===== src/rtl/dmem_arbiter.sv =====
// rtl/dmem_arbiter.sv - round-robin arbiter sharing one data memory port between core and loader
`timescale 1ns/1ps

module dmem_arbiter #(
  parameter int AW = 32,
  parameter int DW = 32
) (
  input  logic          clk,
  input  logic          reset,
  input  logic          req0,
  input  logic          we0,
  input  logic [AW-1:0] addr0,
  input  logic [DW-1:0] wdata0,
  output logic          ack0,
  output logic [DW-1:0] rdata0,
  input  logic          req1,
  input  logic          we1,
  input  logic [AW-1:0] addr1,
  input  logic [DW-1:0] wdata1,
  output logic          ack1,
  output logic [DW-1:0] rdata1,
  output logic          mem_we,
  output logic [AW-1:0] mem_a,
  output logic [DW-1:0] mem_wd,
  input  logic [DW-1:0] mem_rd,
  output logic          busy
);

  typedef enum logic [1:0] {
    IDLE   = 2'd0,
    ACCESS = 2'd1,
    RESP   = 2'd2
  } state_t;

  state_t          state;
  state_t          state_next;

  logic            rr_ptr;
  logic            cmd_id;
  logic            cmd_we;
  logic [AW-1:0]   cmd_addr;
  logic [DW-1:0]   cmd_wdata;
  logic [DW-1:0]   rdata0_q;
  logic [DW-1:0]   rdata1_q;

  logic            grant_valid;
  logic            grant_id;

  // State register; reset drops straight to IDLE so mem_we falls with it.
  always_ff @(posedge clk or negedge reset) begin
    if (!reset) begin
      state <= IDLE;
    end else begin
      state <= state_next;
    end
  end

  // Next state, winner selection and per-state outputs.
  always_comb begin
    state_next  = state;
    grant_valid = 1'b0;
    grant_id    = rr_ptr;
    mem_we      = 1'b0;
    ack0        = 1'b0;
    ack1        = 1'b0;
    busy        = 1'b1;
    case (state)
      IDLE: begin
        busy = 1'b0;
        if (req0 || req1) begin
          grant_valid = 1'b1;
          // A lone requester always wins; a tie goes to the port rr_ptr names.
          grant_id    = (req0 && req1) ? rr_ptr : req1;
          state_next  = ACCESS;
        end
      end
      ACCESS: begin
        mem_we     = cmd_we;
        state_next = RESP;
      end
      RESP: begin
        ack0       = ~cmd_id;
        ack1       = cmd_id;
        state_next = IDLE;
      end
      default: begin
        state_next = IDLE;
      end
    endcase
  end

  // Command latch, read-data capture and fairness pointer.
  always_ff @(posedge clk or negedge reset) begin
    if (!reset) begin
      rr_ptr    <= 1'b0;
      cmd_id    <= 1'b0;
      cmd_we    <= 1'b0;
      cmd_addr  <= '0;
      cmd_wdata <= '0;
      rdata0_q  <= '0;
      rdata1_q  <= '0;
    end else begin
      if (grant_valid) begin
        cmd_id    <= grant_id;
        cmd_we    <= grant_id ? we1    : we0;
        cmd_addr  <= grant_id ? addr1  : addr0;
        cmd_wdata <= grant_id ? wdata1 : wdata0;
      end
      if (state == ACCESS) begin
        // Stores capture too: the winner sees the pre-write contents.
        if (cmd_id) begin
          rdata1_q <= mem_rd;
        end else begin
          rdata0_q <= mem_rd;
        end
        rr_ptr <= ~cmd_id;
      end
    end
  end

  // The memory bus follows the latched command, holding it outside ACCESS.
  assign mem_a  = cmd_addr;
  assign mem_wd = cmd_wdata;
  assign rdata0 = rdata0_q;
  assign rdata1 = rdata1_q;

endmodule


===== config.mk =====
export PLATFORM = sky130hd
export DESIGN_NAME = dmem_arbiter
export DESIGN_NICKNAME = d
export VERILOG_FILES = /design/src/rtl/dmem_arbiter.sv
export SDC_FILE = /design/constraint.sdc
export NUM_CORES = 1
export LEC_CHECK = 0
export ABC_AREA = 1
export CORE_MARGIN = 2
export CORE_UTILIZATION = 45
export DETAILED_ROUTE_END_ITERATION = 6
export GPL_TIMING_DRIVEN = 0
export HOLD_SLACK_MARGIN = 0.1
export PLACE_DENSITY = 0.87
export SLEW_MARGIN = 40
export SYNTH_ARGS = -nofsm -noshare
export SYNTH_HDL_FRONTEND = slang
export SYNTH_SLANG_ARGS = --single-unit

===== constraint.sdc =====
create_clock -name clk -period 4 [get_ports clk]
set_input_delay 0.8 -clock clk [delete_from_list [all_inputs] [get_ports clk]]
set_output_delay 0.8 -clock clk [all_outputs]
set_load 0.005 [all_outputs]

==> results of run 1 <==
==> final cells by class <==
type | count | area (sq um)
buffer | 48 | 265
sequential | 133 | 3330
multi-input combinational | 469 | 2020
clock inverter | 14 | 164
timing repair buffer | 298 | 3010
fill | 1043 | 3620
inverter | 172 | 646
clock buffer | 18 | 439
tap | 180 | 225
==> logic make-up (layout without fill, tap and decap cells) <==
group	after synthesis	after routing	synth area share, %
compound gates	67	67	5.53
buf+inv	220	550	14.5
flops	133	133	53.1
simple gates	402	402	26.8
==> cell usage after synthesis <==
| master | n | area share (%) |
|---|---|---|
| sky130_fd_sc_hd__nand2_1 | 266 | 16 |
| sky130_fd_sc_hd__inv_1 | 169 | 10 |
| sky130_fd_sc_hd__dfrtp_1 | 133 | 53 |
| sky130_fd_sc_hd__nand3_1 | 131 | 10 |
| sky130_fd_sc_hd__o21ai_0 | 66 | 5.3 |
| sky130_fd_sc_hd__buf_2 | 20 | 1.6 |
| sky130_fd_sc_hd__clkbuf_1 | 14 | 0.84 |
| sky130_fd_sc_hd__buf_4 | 12 | 1.4 |
| sky130_fd_sc_hd__inv_2 | 3 | 0.18 |
| sky130_fd_sc_hd__buf_6 | 2 | 0.36 |
| sky130_fd_sc_hd__nor2_1 | 2 | 0.12 |
| sky130_fd_sc_hd__nor3_1 | 2 | 0.16 |
| sky130_fd_sc_hd__a21oi_4 | 1 | 0.26 |
| sky130_fd_sc_hd__nor2_2 | 1 | 0.10 |
==> registers in the layout, indices dropped and copies added (netlist names) <==
name and cells:
mem_a 32, cmd_id 1, rr_ptr 1, rdata1 32, mem_wd 32, state 2
cmd_we 1, rdata0 32
==> per-stage QoR <==
stage | TNS (ns) | power, mW | cell area (sq um) | util (%)
2_1_floorplan | 0 | 4.05 | 6260 | -
3_3_place_gp | -425.14 | 6.06 | 9460 | 69.0
3_5_place_dp | 0 | 6.17 | 9490 | 69.2
4_1_cts | 0 | 7.81 | 10100 | 73.6
5_1_grt | 0 | 8.31 | 10100 | 73.6
6_report | 0 | 7.74 | 10100 | 73.6
==> per-layer routing <==
layer | GRT usage, % | vias to the layer above | wire [um] | share of wire (%)
li1 | - | 3117 | - | -
met1 | 32.0 | 2963 | 7890 | 40
met2 | 45.3 | 264 | 9650 | 48
met3 | 8.38 | 53 | 1640 | 8.2
met4 | 12.9 | 0 | 790 | 4.0
met5 | 0 | - | 0 | 0
==> power breakdown <==
part	total [mW]	internal, mW	switching, mW
logic	3.77	1.93	1.83
registers	2.40	2.03	0.361
clock network	1.58	0.952	0.631
==> worst max path at each step <==
| stage | from | to | slack, ns |
|---|---|---|---|
| 2_1_floorplan | req1 | mem_wd[10] | 2.27 |
| 3_3_place_gp | reset | mem_a[19] | -3.20 |
| 3_5_place_dp | req1 | mem_a[0] | 1.57 |
| 4_1_cts | state[0] | ack1 | 1.50 |
| 5_1_grt | state[0] | ack1 | 1.44 |
| 6_report | state[0] | ack1 | 1.53 |
==> results summary, run 1 <==
The flow ran to the end, and the final reports show no timing, DRC or antenna violations. The worst-case IR drop observed on VDD is 437 uV. The arrival time at the worst endpoint is 1.67 ns. 298 I/O pins were placed. The critical path crosses 2 cells after its start point.

After the first detailed-routing iteration, the DRC count stood at 465. The number of antenna violations at the first check in global routing was 0. The die outline area came out at 14900 sq um. The worst setup path is launched from a register. The measured slew at the worst slew-check pin came out at 0.498 ns. A synthesized cell averages 7.62 sq um. The library cells used most frequently in the layout, excluding fill and tap cells, are sky130_fd_sc_hd__clkdlybuf4s50_1 (296), sky130_fd_sc_hd__nand2_1 (266), sky130_fd_sc_hd__inv_1 (169), sky130_fd_sc_hd__dfrtp_1 (133), sky130_fd_sc_hd__nand3_1 (131).

The vias per cell came out at 4.80. The detailed-route wire length is 20000 um. The library cell used most frequently in the layout, excluding fill and tap cells, is sky130_fd_sc_hd__clkdlybuf4s50_1. The number of global-route vias before repair came out at 6283. The clock latency on the worst-skew pair is 0.43 ns. The clock root buffer master is sky130_fd_sc_hd__clkbuf_16.

The global-route wire length before repair came out at 31400 um. The TritonCTS clock tree is yes. TritonCTS created 17 clock buffers. The share of the yosys chip area belonging to registers is 53.1%. The synthesized netlist contains 14 unique library cells. The starting density of the core is 45.7%. The total vias in the final route came out at 6397.

The cell area that synthesis handed to floorplanning was 6260 sq um. Entering global routing, the biggest net connects 77 pins. The total instance count after detailed placement came out at 1300. The post-detailed-placement half-perimeter wirelength is 14500 um. Dividing total power by cell area gives a power density of 767 nW/um^2. Counting flops and latches in the post-synthesis netlist gives 133.

The first-pass detailed-route iteration total came out at 5. The master of the slowest instance on the critical path is sky130_fd_sc_hd__clkdlybuf4s50_1. The area added between synthesis and finish is 61.2%. Setup repair after global routing left no endpoint under its margin. The worst slack after detailed placement is 1.57 ns.

Broken down by cell family, the worst path's largest delay share belongs to buffers and inverters. The share of the clock period used by the worst path after layout is 61.7%. The core region is 13700 sq um. The leakage component of the power came out at 5.26 nW. The repair_antennas step left the layout with diodes totalling 0. The classification of the worst-slack hold path is in -> async. The H-tree was split into 4 levels.

The number of buffers on the longest clock path is 2. The non-filler instance count after layout came out at 1332. STA classifies the critical path endpoint as a primary output. The data required time at the worst endpoint is 3.20 ns. Hold repair after CTS inserted 0 buffers. The number of setup violations in the final report is 0. The row count is 43. The category of the critical setup timing path is reg -> out. The proportion of layout cells with a drive suffix above 1 came out at 6.34%. The remaining antenna violation count after routing is 0. The overflow left after global routing is 0. The max capacitance violation total is 0.

The endpoint of the most critical register-to-register path is mem_wd[19]. Walking the worst path, the cells encountered are nor3_1, clkdlybuf4s50_1. In this run the critical register-to-register path is launched from state[0]. The worst path meets setup with 1.53 ns of slack. The stage delay of the slowest cell on the critical path came out at 0.62 ns. For this run, the top clock speed supported by timing is 0.405 GHz. The number of nets in the layout is 1305. The worst slew margin relative to its limit came out at 66.8%. The count of pins over their slew limit came to 0. The count of input and output buffers is 297. The highest fanout seen on the critical path is 4. The DRC violation count after routing came out at 0.

Dividing the detail-routed wire length by the instance count gives 15.0 um. Global routing used 27.2% of the available tracks across all layers. The floorplan die width is 122 um. Between clock sinks in the finished design, the worst skew comes to 0.0184 ns. Counting every instance in the synthesized netlist gives 822.

The count of final hold-check violations is 0. The congestion estimate from routability-driven global placement came to 0.823. The count of buffers added by post-CTS timing repair for setup is 0. The clock-pin slew on the worst setup and hold paths came out at 0.06 ns. The number of nets handed over by synthesis was 988. From bottom edge to top edge, the die measures 122 um.

For the worst flop-to-flop path, the logic depth is 8. The setup check on the worst reg-to-reg path leaves a slack of 2.38 ns. The hold slack came out at 0.295 ns. The number of gates resized after cts is 0. Counting I/O delays and the setup requirement, the final critical path takes 2.47 ns. The number of warnings printed during yosys synthesis is 0. The critical path buffer and inverter count came out at 1. The CTS sink count came out at 133.
(Power assumes the default switching activity.)
==> inputs of run 2 (changes only) <==
Settings changed: CORE_UTILIZATION 45 to 41, PLACE_DENSITY 0.87 to 0.8.
Clock period 4 ns to 2.5 ns, I/O delays scaled along.
==> results summary, run 2 (synthesized netlist as in run 1, its figures left out) <==
The count of final hold-check violations was 0. STA puts the critical path data arrival time at 1.62 ns. The max capacitance violation total is 0. The number of nets in the layout is 1306. The number of global-route vias before repair came out at 6241. At the pin with the least slew margin, the transition time is 0.506 ns. After detailed routing, the number of vias per cell comes to 4.80. The first-pass detailed-route iteration total is 7. Setup repair after global routing left no endpoint under its margin.

The non-filler instance count after layout is 1341. The maximum number of pins on one net before global-route repair is 72. The row count is 45. Measured along the y axis, the die boundary spans 128 um. The starting density of the core is 41.5%.

STA classifies the critical path endpoint as a primary output. The detailed-route wire length came out at 20100 um. The slack of the critical path came out at 0.383 ns. The global-route wire length before repair came out at 32000 um. In the layout the commonest cells are sky130_fd_sc_hd__clkdlybuf4s50_1 (296), sky130_fd_sc_hd__nand2_1 (266), sky130_fd_sc_hd__inv_1 (169), sky130_fd_sc_hd__dfrtp_1 (133), sky130_fd_sc_hd__nand3_1 (131). The CTS sink count is 133. The total vias in the final route came out at 6432.

For this run the aggregate overflow at the end of global routing stands at 0. Clock-pin slew was measured on the worst setup and hold paths at 0.06 ns. TritonCTS built the clock tree.

The remaining antenna violation count after routing is 0. The number of setup violations in the final report is 0. Power comes to 12.4 mW. The worst slew margin relative to its limit came out at 66.2%. The data required time at the worst endpoint came out at 2.00 ns. The initial DRC count is 249. The final core area utilization is 67.0%. The core area came out at 15100 sq um.

Prior to clock tree synthesis, the placed netlist has a worst setup slack of 0.349 ns. The critical path is of the reg -> out type. Leaving out fill and tap cells, the most frequent cell in the layout is sky130_fd_sc_hd__clkdlybuf4s50_1. The clock root buffer master is sky130_fd_sc_hd__clkbuf_16. In the finished design, the share of the clock period the worst path needs comes to 84.7%. The DRC violation count after routing came out at 0. The peak supply drop is 738 uV.

The time the final worst path needs with I/O delays and setup is 2.12 ns. The combined global-route utilization of all metal layers came out at 25.3%. The post-route clock skew is 0.00841 ns. After clock tree synthesis, the repair step resized 0 gates. The number of antenna violations at the first check in global routing came out at 0. Summed over all cells, the static leakage comes to 5.25 nW. The highest fanout seen on the critical path came out at 3. The proportion of layout cells with a drive suffix above 1 is 6.24%.

From synthesis to final layout, the design area changed by 61.4%. Once placement completed, the tool counted placed cells totaling 1308. The wire length per cell is 15.0 um. After legalization and detailed placement, the total HPWL measured 14700 um. The count of pins over their slew limit came out at 0.

The flow ran to the end, and the final reports show no timing, DRC or antenna violations. The H-tree depth came out at 4. The number of buffers on the longest clock path is 2. The min-delay analysis places its worst path in the category reg -> reg. The floorplan die width came out at 128 um. The number of CTS-inserted buffers came out at 17.

The routability congestion estimate is 0.825. The count of input and output buffers came out at 297. The number of top-level design ports is 298. The highest clock frequency the design can meet came out at 0.472 GHz.

The clock latency on the worst-skew pair is 0.42 ns. The power density relative to cell area came out at 1220 nW/um^2. The final antenna diode count came out at 0. STA classifies the critical path startpoint as a register. The die outline area is 16300 sq um.
## run 2: cell types whose count changed in the layout (fill, tap and decap cells not counted)
cell and change:
sky130_fd_sc_hd__inv_8 +1, sky130_fd_sc_hd__clkinv_2 -1, sky130_fd_sc_hd__clkinv_4 -3, sky130_fd_sc_hd__clkbuf_1 +1, sky130_fd_sc_hd__clkinvlp_4 +3, sky130_fd_sc_hd__dlygate4sd3_1 +1, sky130_fd_sc_hd__clkbuf_8 -1
## run 2: final cells by class
cell class / count / area [sq um]
timing repair buffer: 299 / 3020
inverter: 172 / 646
clock inverter: 14 / 166
clock buffer: 18 / 429
buffer: 48 / 265
tap: 188 / 235
fill: 1274 / 4980
multi-input combinational: 469 / 2020
sequential: 133 / 3330
## run 2: worst max-delay path: stages (launching register included)
cell and delay (ns):
sky130_fd_sc_hd__dfrtp_1 0.38, sky130_fd_sc_hd__inv_1 0.09, sky130_fd_sc_hd__nand2_1 0.09, sky130_fd_sc_hd__nor2_1 0.11, sky130_fd_sc_hd__clkdlybuf4s50_1 0.54
## run 2: final timing paths
| path | start | end | slack (ns) | cells after the start |
|---|---|---|---|---|
| max | state[1] | mem_we | 0.38 | 4 |
| min | mem_wd[22] | mem_wd[22] | 0.48 | 2 |
| max reg2reg | state[0] | cmd_we | 0.89 | 7 |
| min reg2reg | mem_wd[22] | mem_wd[22] | 0.48 | 2 |
| max in group asynchronous | reset | rr_ptr | 1.15 | 3 |
| min in group asynchronous | reset | mem_wd[30] | 0.61 | 2 |
## run 2: layer usage
metal	track usage, %	routed length (um)	vias to the layer above
met5	0	0	-
met2	43.7	10000	246
met4	9.57	533	0
li1	-	-	3117
met3	6.62	1400	39
met1	30.3	8120	3030
## run 2: stage by stage
step	TNS (ns)	hold WS [ns]	cell area, sq um
6_report	0	0.477	10100
5_1_grt	0	0.496	10100
4_1_cts	0	0.481	10100
3_5_place_dp	0	0.465	9500
3_3_place_gp	-585.49	0.462	9470
2_1_floorplan	0	0.204	6260
## run 2: timing repair
item                                    CTS  global route
endpoints found under the setup margin    0             0
setup buffers                             0             0
hold endpoints to repair                 62             0
hold buffers                              1             0
## run 2: power breakdown
part	total, mW	leakage, nW	switching (mW)	internal [mW]
combinational	6.00	3.34	2.90	3.10
clock	2.53	0.282	1.03	1.50
sequential	3.84	1.62	0.581	3.26
total	12.4	5.25	4.51	7.85
